==> config.mk <==
export PLATFORM = sky130hd
export DESIGN_NAME = clk_div_bank
export DESIGN_NICKNAME = d
export VERILOG_FILES = /design/src/rtl/clk_div_bank.sv
export SDC_FILE = /design/constraint.sdc
export NUM_CORES = 1
export LEC_CHECK = 0
export ABC_CLOCK_PERIOD_IN_PS = 5450
export BUFFER_PORTS_ARGS = -buffer_cell sky130_fd_sc_hd__buf_2
export CAP_MARGIN = 20
export CORE_MARGIN = 5
export CORE_UTILIZATION = 60
export CTS_BUF_LIST = sky130_fd_sc_hd__clkbuf_8
export DETAILED_ROUTE_END_ITERATION = 6
export PLACE_DENSITY = 0.8
export SYNTH_ARGS = -nofsm -noshare
export SYNTH_HDL_FRONTEND = slang
export SYNTH_SLANG_ARGS = --single-unit
==> constraint.sdc <==
create_clock -name clk -period 5.45 [get_ports clk]
set_input_delay 0.545 -clock clk [delete_from_list [all_inputs] [get_ports clk]]
set_output_delay 0.545 -clock clk [all_outputs]
set_load 0.02 [all_outputs]
==> src/rtl/clk_div_bank.sv <==
// Bank of programmable clock dividers: each channel emits a registered divided clock
// and a period-start tick, with divisor changes deferred to period boundaries.
module clk_div_bank #(
    parameter int CHANNELS    = 4,
    parameter int CNT_W       = 28,
    parameter int DEFAULT_DIV = 2,
    parameter int CH_W        = (CHANNELS > 1) ? $clog2(CHANNELS) : 1
) (
    input  logic                clk,
    input  logic                rst_n,
    input  logic [CHANNELS-1:0] en,
    input  logic                sync,
    input  logic                wr_en,
    input  logic [CH_W-1:0]     wr_ch,
    input  logic [CNT_W-1:0]    wr_div,
    output logic                wr_err,
    output logic [CHANNELS-1:0] pend,
    output logic [CHANNELS-1:0] clk_out,
    output logic [CHANNELS-1:0] tick
);
    localparam logic [CNT_W-1:0] DIV_RST = CNT_W'(DEFAULT_DIV);
    localparam logic [CNT_W-1:0] DIV_MIN = CNT_W'(2);
    localparam logic [CNT_W-1:0] ONE     = CNT_W'(1);

    logic wr_ch_ok;
    logic wr_ok;

    // A power-of-two channel count leaves no unused select codes to reject.
    if (CHANNELS == (1 << CH_W)) begin : g_ch_full
        assign wr_ch_ok = 1'b1;
    end else begin : g_ch_part
        assign wr_ch_ok = (wr_ch < CH_W'(CHANNELS));
    end

    assign wr_ok = wr_en && wr_ch_ok && (wr_div >= DIV_MIN);

    // NOTE: sequential state is written with <= so every flop samples pre-edge values.
    always_ff @(posedge clk or negedge rst_n) begin
        if (!rst_n) begin
            wr_err <= 1'b0;
        end else begin
            wr_err <= wr_en && !wr_ok;
        end
    end

    for (genvar i = 0; i < CHANNELS; i++) begin : g_ch
        logic [CNT_W-1:0] cnt;
        logic [CNT_W-1:0] div_act;
        logic [CNT_W-1:0] div_pend;
        logic             pend_q;
        logic             run;
        logic             clk_q;
        logic             tick_q;
        logic [CNT_W-1:0] cnt_nx;
        logic [CNT_W-1:0] div_nx;
        logic [CNT_W-1:0] dp_nx;
        logic             pend_nx;
        logic             hit;

        assign hit = wr_ok && (wr_ch == CH_W'(i));

        // NOTE: every variable gets a default at the top of always_comb, so no path infers a latch.
        always_comb begin
            cnt_nx  = cnt + ONE;
            div_nx  = div_act;
            dp_nx   = hit ? wr_div : div_pend;
            pend_nx = pend_q | hit;
            if (!en[i]) begin
                cnt_nx = '0;
            end else if (sync && hit) begin
                cnt_nx  = '0;
                div_nx  = wr_div;
                pend_nx = 1'b0;
            end else if (sync || !run || (cnt == div_act - ONE)) begin
                // Period start: older pending value goes live, a same-edge write waits.
                cnt_nx  = '0;
                div_nx  = pend_q ? div_pend : div_act;
                pend_nx = hit;
            end
        end

        // NOTE: all state here is discrete flops, so each one is reset; there is no memory array.
        always_ff @(posedge clk or negedge rst_n) begin
            if (!rst_n) begin
                cnt      <= '0;
                div_act  <= DIV_RST;
                div_pend <= '0;
                pend_q   <= 1'b0;
                run      <= 1'b0;
                clk_q    <= 1'b0;
                tick_q   <= 1'b0;
            end else begin
                cnt      <= cnt_nx;
                div_act  <= div_nx;
                div_pend <= dp_nx;
                pend_q   <= pend_nx;
                run      <= en[i];
                clk_q    <= en[i] && (cnt_nx >= (div_nx >> 1));
                tick_q   <= en[i] && (cnt_nx == '0);
            end
        end

        assign pend[i]    = pend_q;
        assign clk_out[i] = clk_q;
        assign tick[i]    = tick_q;
    end

endmodule

==> impl_metrics.env <==
export IMPL_ir_worst_vdd_mv=0.2012
export IMPL_io_buffers=50
export IMPL_crit_chain="or3_1, or4_4, or2_1, or4b_4, a2111oi_4, nor4b_4, a311oi_2, or3_4, a221o_1, ha_1, nand2b_1, a21oi_1, nor2b_1, o21ai_1, a21oi_1, nor4_1, o21ai_1, o2111ai_1, a41oi_1"
export IMPL_period_share_pct=96.86
export IMPL_cts_root_buf="clkbuf_8"
export IMPL_worstPathMaxFanout=3
export IMPL_max_slew_margin_pct=38.72
export IMPL_cp_start_kind="flop"
export IMPL_yosys_warnings=0
export IMPL_setup_violations=0
export IMPL_syn_instance_count=2569
export IMPL_dp_final_hpwl_microns=53420
export IMPL_grt_overflow=0
export IMPL_die_area_sq_mm=0.04393
export IMPL_die_x_microns=209.6
export IMPL_finalMaxSlewViolations=0
export IMPL_rows=73
export IMPL_syn_to_final_growth_pct=11.76
export IMPL_place_gp_congestion=0.9779
export IMPL_outcome="finished, final reports clean"
export IMPL_ant_nets=0
export IMPL_dp_slack_ns=-0.1760
export IMPL_clk_pin_slew_ns=0.06
export IMPL_yosysTopAreaCell="dfrtp_1"
export IMPL_fin_crit_ns=5.279
export IMPL_postSynthAreaPerCell_sq_um=9.305
export IMPL_critPathKind="flop to flop"
export IMPL_synthTopCellsByArea="dfrtp_1 (37%), ha_1 (6.1%), xnor2_1 (5.5%)"
export IMPL_final_cells=3199
export IMPL_report_power_total_mw=9.201
export IMPL_ys_ff_latch=353
export IMPL_critPathBufInv=0
export IMPL_synthTopCellsByCount="dfrtp_1 (349), nor2_1 (211), clkbuf_1 (161)"
export IMPL_grt_setup_unrepaired="true"
export IMPL_required_ns=5.97
export IMPL_register_area_sq_mm=0.008838
export IMPL_drc_errors=0
export IMPL_max_freq_ghz=0.1894
export IMPL_synth_nets=2723
export IMPL_drtIter0Drc=2300
export IMPL_fin_ws_ns=0.1709
export IMPL_async_flop_share_pct=100.0
export IMPL_cts_tree="built"
export IMPL_grt_antenna_before_repair=4
export IMPL_htreeDepth=2
export IMPL_cts_inserted_buffers=60
export IMPL_wl_per_cell_microns=22.75
export IMPL_cts_buffer_depth=3
export IMPL_core_area_sq_mm=0.03955
export IMPL_p_leak_nw=11.41
export IMPL_num_fill_cells=3091
export IMPL_drv_cap=0
export IMPL_dp_cells=3083
export IMPL_drive_gt1_share_pct=18.74
export IMPL_dieHeight_microns=209.6
export IMPL_ys_types=82
export IMPL_wl_microns=72790
export IMPL_hold_viol=0
export IMPL_grt_usage_pct=32.27
export IMPL_grt_max_degree=152
export IMPL_synth_most_common_cell="dfrtp_1"
export IMPL_crit_family="simple AND/OR/NAND/NOR gates"
export IMPL_synth_edff_count=0
export IMPL_finalNetCount=2780
export IMPL_ios=51
export IMPL_synth_top_area_share_pct=36.53
export IMPL_routed_via_count=21356
export IMPL_cpMaxStageDelayCell="or4b_4"
export IMPL_cpPeakStageDelay_ns=0.55
export IMPL_first_pass_iters=7
export IMPL_seq_area_frac_synth_pct=36.97
export IMPL_first_global_vias=20438
export IMPL_fin_skew_ns=0.02851
export IMPL_multi_input_area_sq_mm=0.01404
export IMPL_syn_area_sq_mm=0.02391
export IMPL_end_kind="flop"
export IMPL_reg2reg_slack_ns=0.17
export IMPL_powerDensity_mw_per_mm2=344.4
export IMPL_start_util_pct=60.44
export IMPL_clock_sinks=353
export IMPL_grt_pass1_wl_microns=113500
export IMPL_cp_arrival_ns=5.79
export IMPL_worstMarginPinSlew_ns=0.9172
export IMPL_detail_route_vias_per_cell=6.676
export IMPL_clk_latency_ns=0.67
export IMPL_ys_flop_type="dfrtp_1"
export IMPL_hold_class="primary input to flop"
power breakdown:
group	internal (mW)	switching, mW
logic	1.45	1.59
registers	3.07	0.485
clock network	1.47	1.14
total	5.99	3.21
kinds of logic (layout without fill, tap and decap cells):
group | after synthesis | in the layout | share of synthesized area, %
AOI/OAI and AO/OA | 547 | 547 | 17.86
xor gates and xnor gates | 253 | 253 | 9.269
adders and majority gates | 116 | 116 | 6.071
buffers and inverters | 297 | 401 | 5.093
DFF | 353 | 353 | 36.97
muxes | 94 | 94 | 4.376
other | 0 | 1 | 0
and+or+nand+nor | 909 | 909 | 20.35
path summary, 6_finish.rpt:
| kind | start | to | cells after the start |
|---|---|---|---|
| worst min register to register | g_ch[2].div_pend[8]$_DFFE_PN0P_ | g_ch[2].div_pend[8]$_DFFE_PN0P_ | 2 |
| max in group asynchronous | rst_n | g_ch[1].div_pend[21]$_DFFE_PN0P_ | 3 |
| worst max register to register | g_ch[2].div_act[10]$_DFF_PN0_ | g_ch[2].clk_q$_DFF_PN0_ | 19 |
| worst max-delay path | g_ch[2].div_act[10]$_DFF_PN0_ | g_ch[2].clk_q$_DFF_PN0_ | 19 |
| min in group asynchronous | rst_n | g_ch[0].cnt[17]$_DFF_PN0_ | 2 |
| worst min-delay path | en[2] | g_ch[2].run$_DFF_PN0_ | 1 |
sequential cells by signal, summed over array words and instances (netlist names):
name	flops
g_ch.clk_q	4
g_ch.cnt	112
g_ch.div_act	112
g_ch.div_pend	112
g_ch.pend_q	4
g_ch.run	4
g_ch.tick_q	4
wr_err	1
per-stage QoR:
stage	hold WS, ns	setup TNS, ns	cell area, sq um	util [%]
6_report	0.1148	0	26720	67.55
5_1_grt	0.08256	-0.08995	26720	67.55
4_1_cts	0.06641	0	26530	67.07
3_5_place_dp	0.4697	-0.1760	25200	63.72
3_3_place_gp	0.4607	0	25200	63.72
2_1_floorplan	0.2494	0	23950	-
layout by cell type, fill, tap and decap left out, drive strengths merged, types with 34 or more instances in the layout:
master and n:
xor2 104, nor4 47, and3 62, inv 101
nor3 77, o221ai 34, or2 38, nand3 75
mux2 84, nand2 129, and2 49, buf 211
ha 116, nand4 49, o21ai 99, nor2 211
a221oi 76, xnor2 149, a21oi 56, dfrtp 349
a221o 76, clkbuf 76
timing repair:
action,CTS,global route
endpoints found under the setup margin,2,4
gates cloned,0,1
endpoints found under the hold margin,75,0
setup buffers,0,4
resized for setup,5,28
pin swaps,0,15
hold buffers,1,0
worst reg2reg max path: cells and delay by family (launching register included):
family / cells / cell delay (ns)
simple gates: 9 / 2.88
compound gates: 9 / 1.60
flops: 1 / 0.37
fa+ha+maj: 1 / 0.28
cell type report:
type | count | area share (%)
inverters | 79 | 1.110
well taps | 525 | 2.459
repair buffers | 213 | 5.920
multi-input cells | 1919 | 52.55
diodes | 1 | 0.009366
clock buffers | 75 | 3.864
clock inverters | 34 | 1.012
flip-flops and latches | 353 | 33.08
metal layers:
metal / routed length [microns] / vias up / GRT usage, %
met5: 27 / - / 0
met4: 3643 / 4 / 14.49
met3: 6723 / 194 / 6.936
met2: 32420 / 1012 / 49.17
met1: 29980 / 10458 / 44.55
li1: - / 9688 / -
Power figures use the tool's default switching activity.
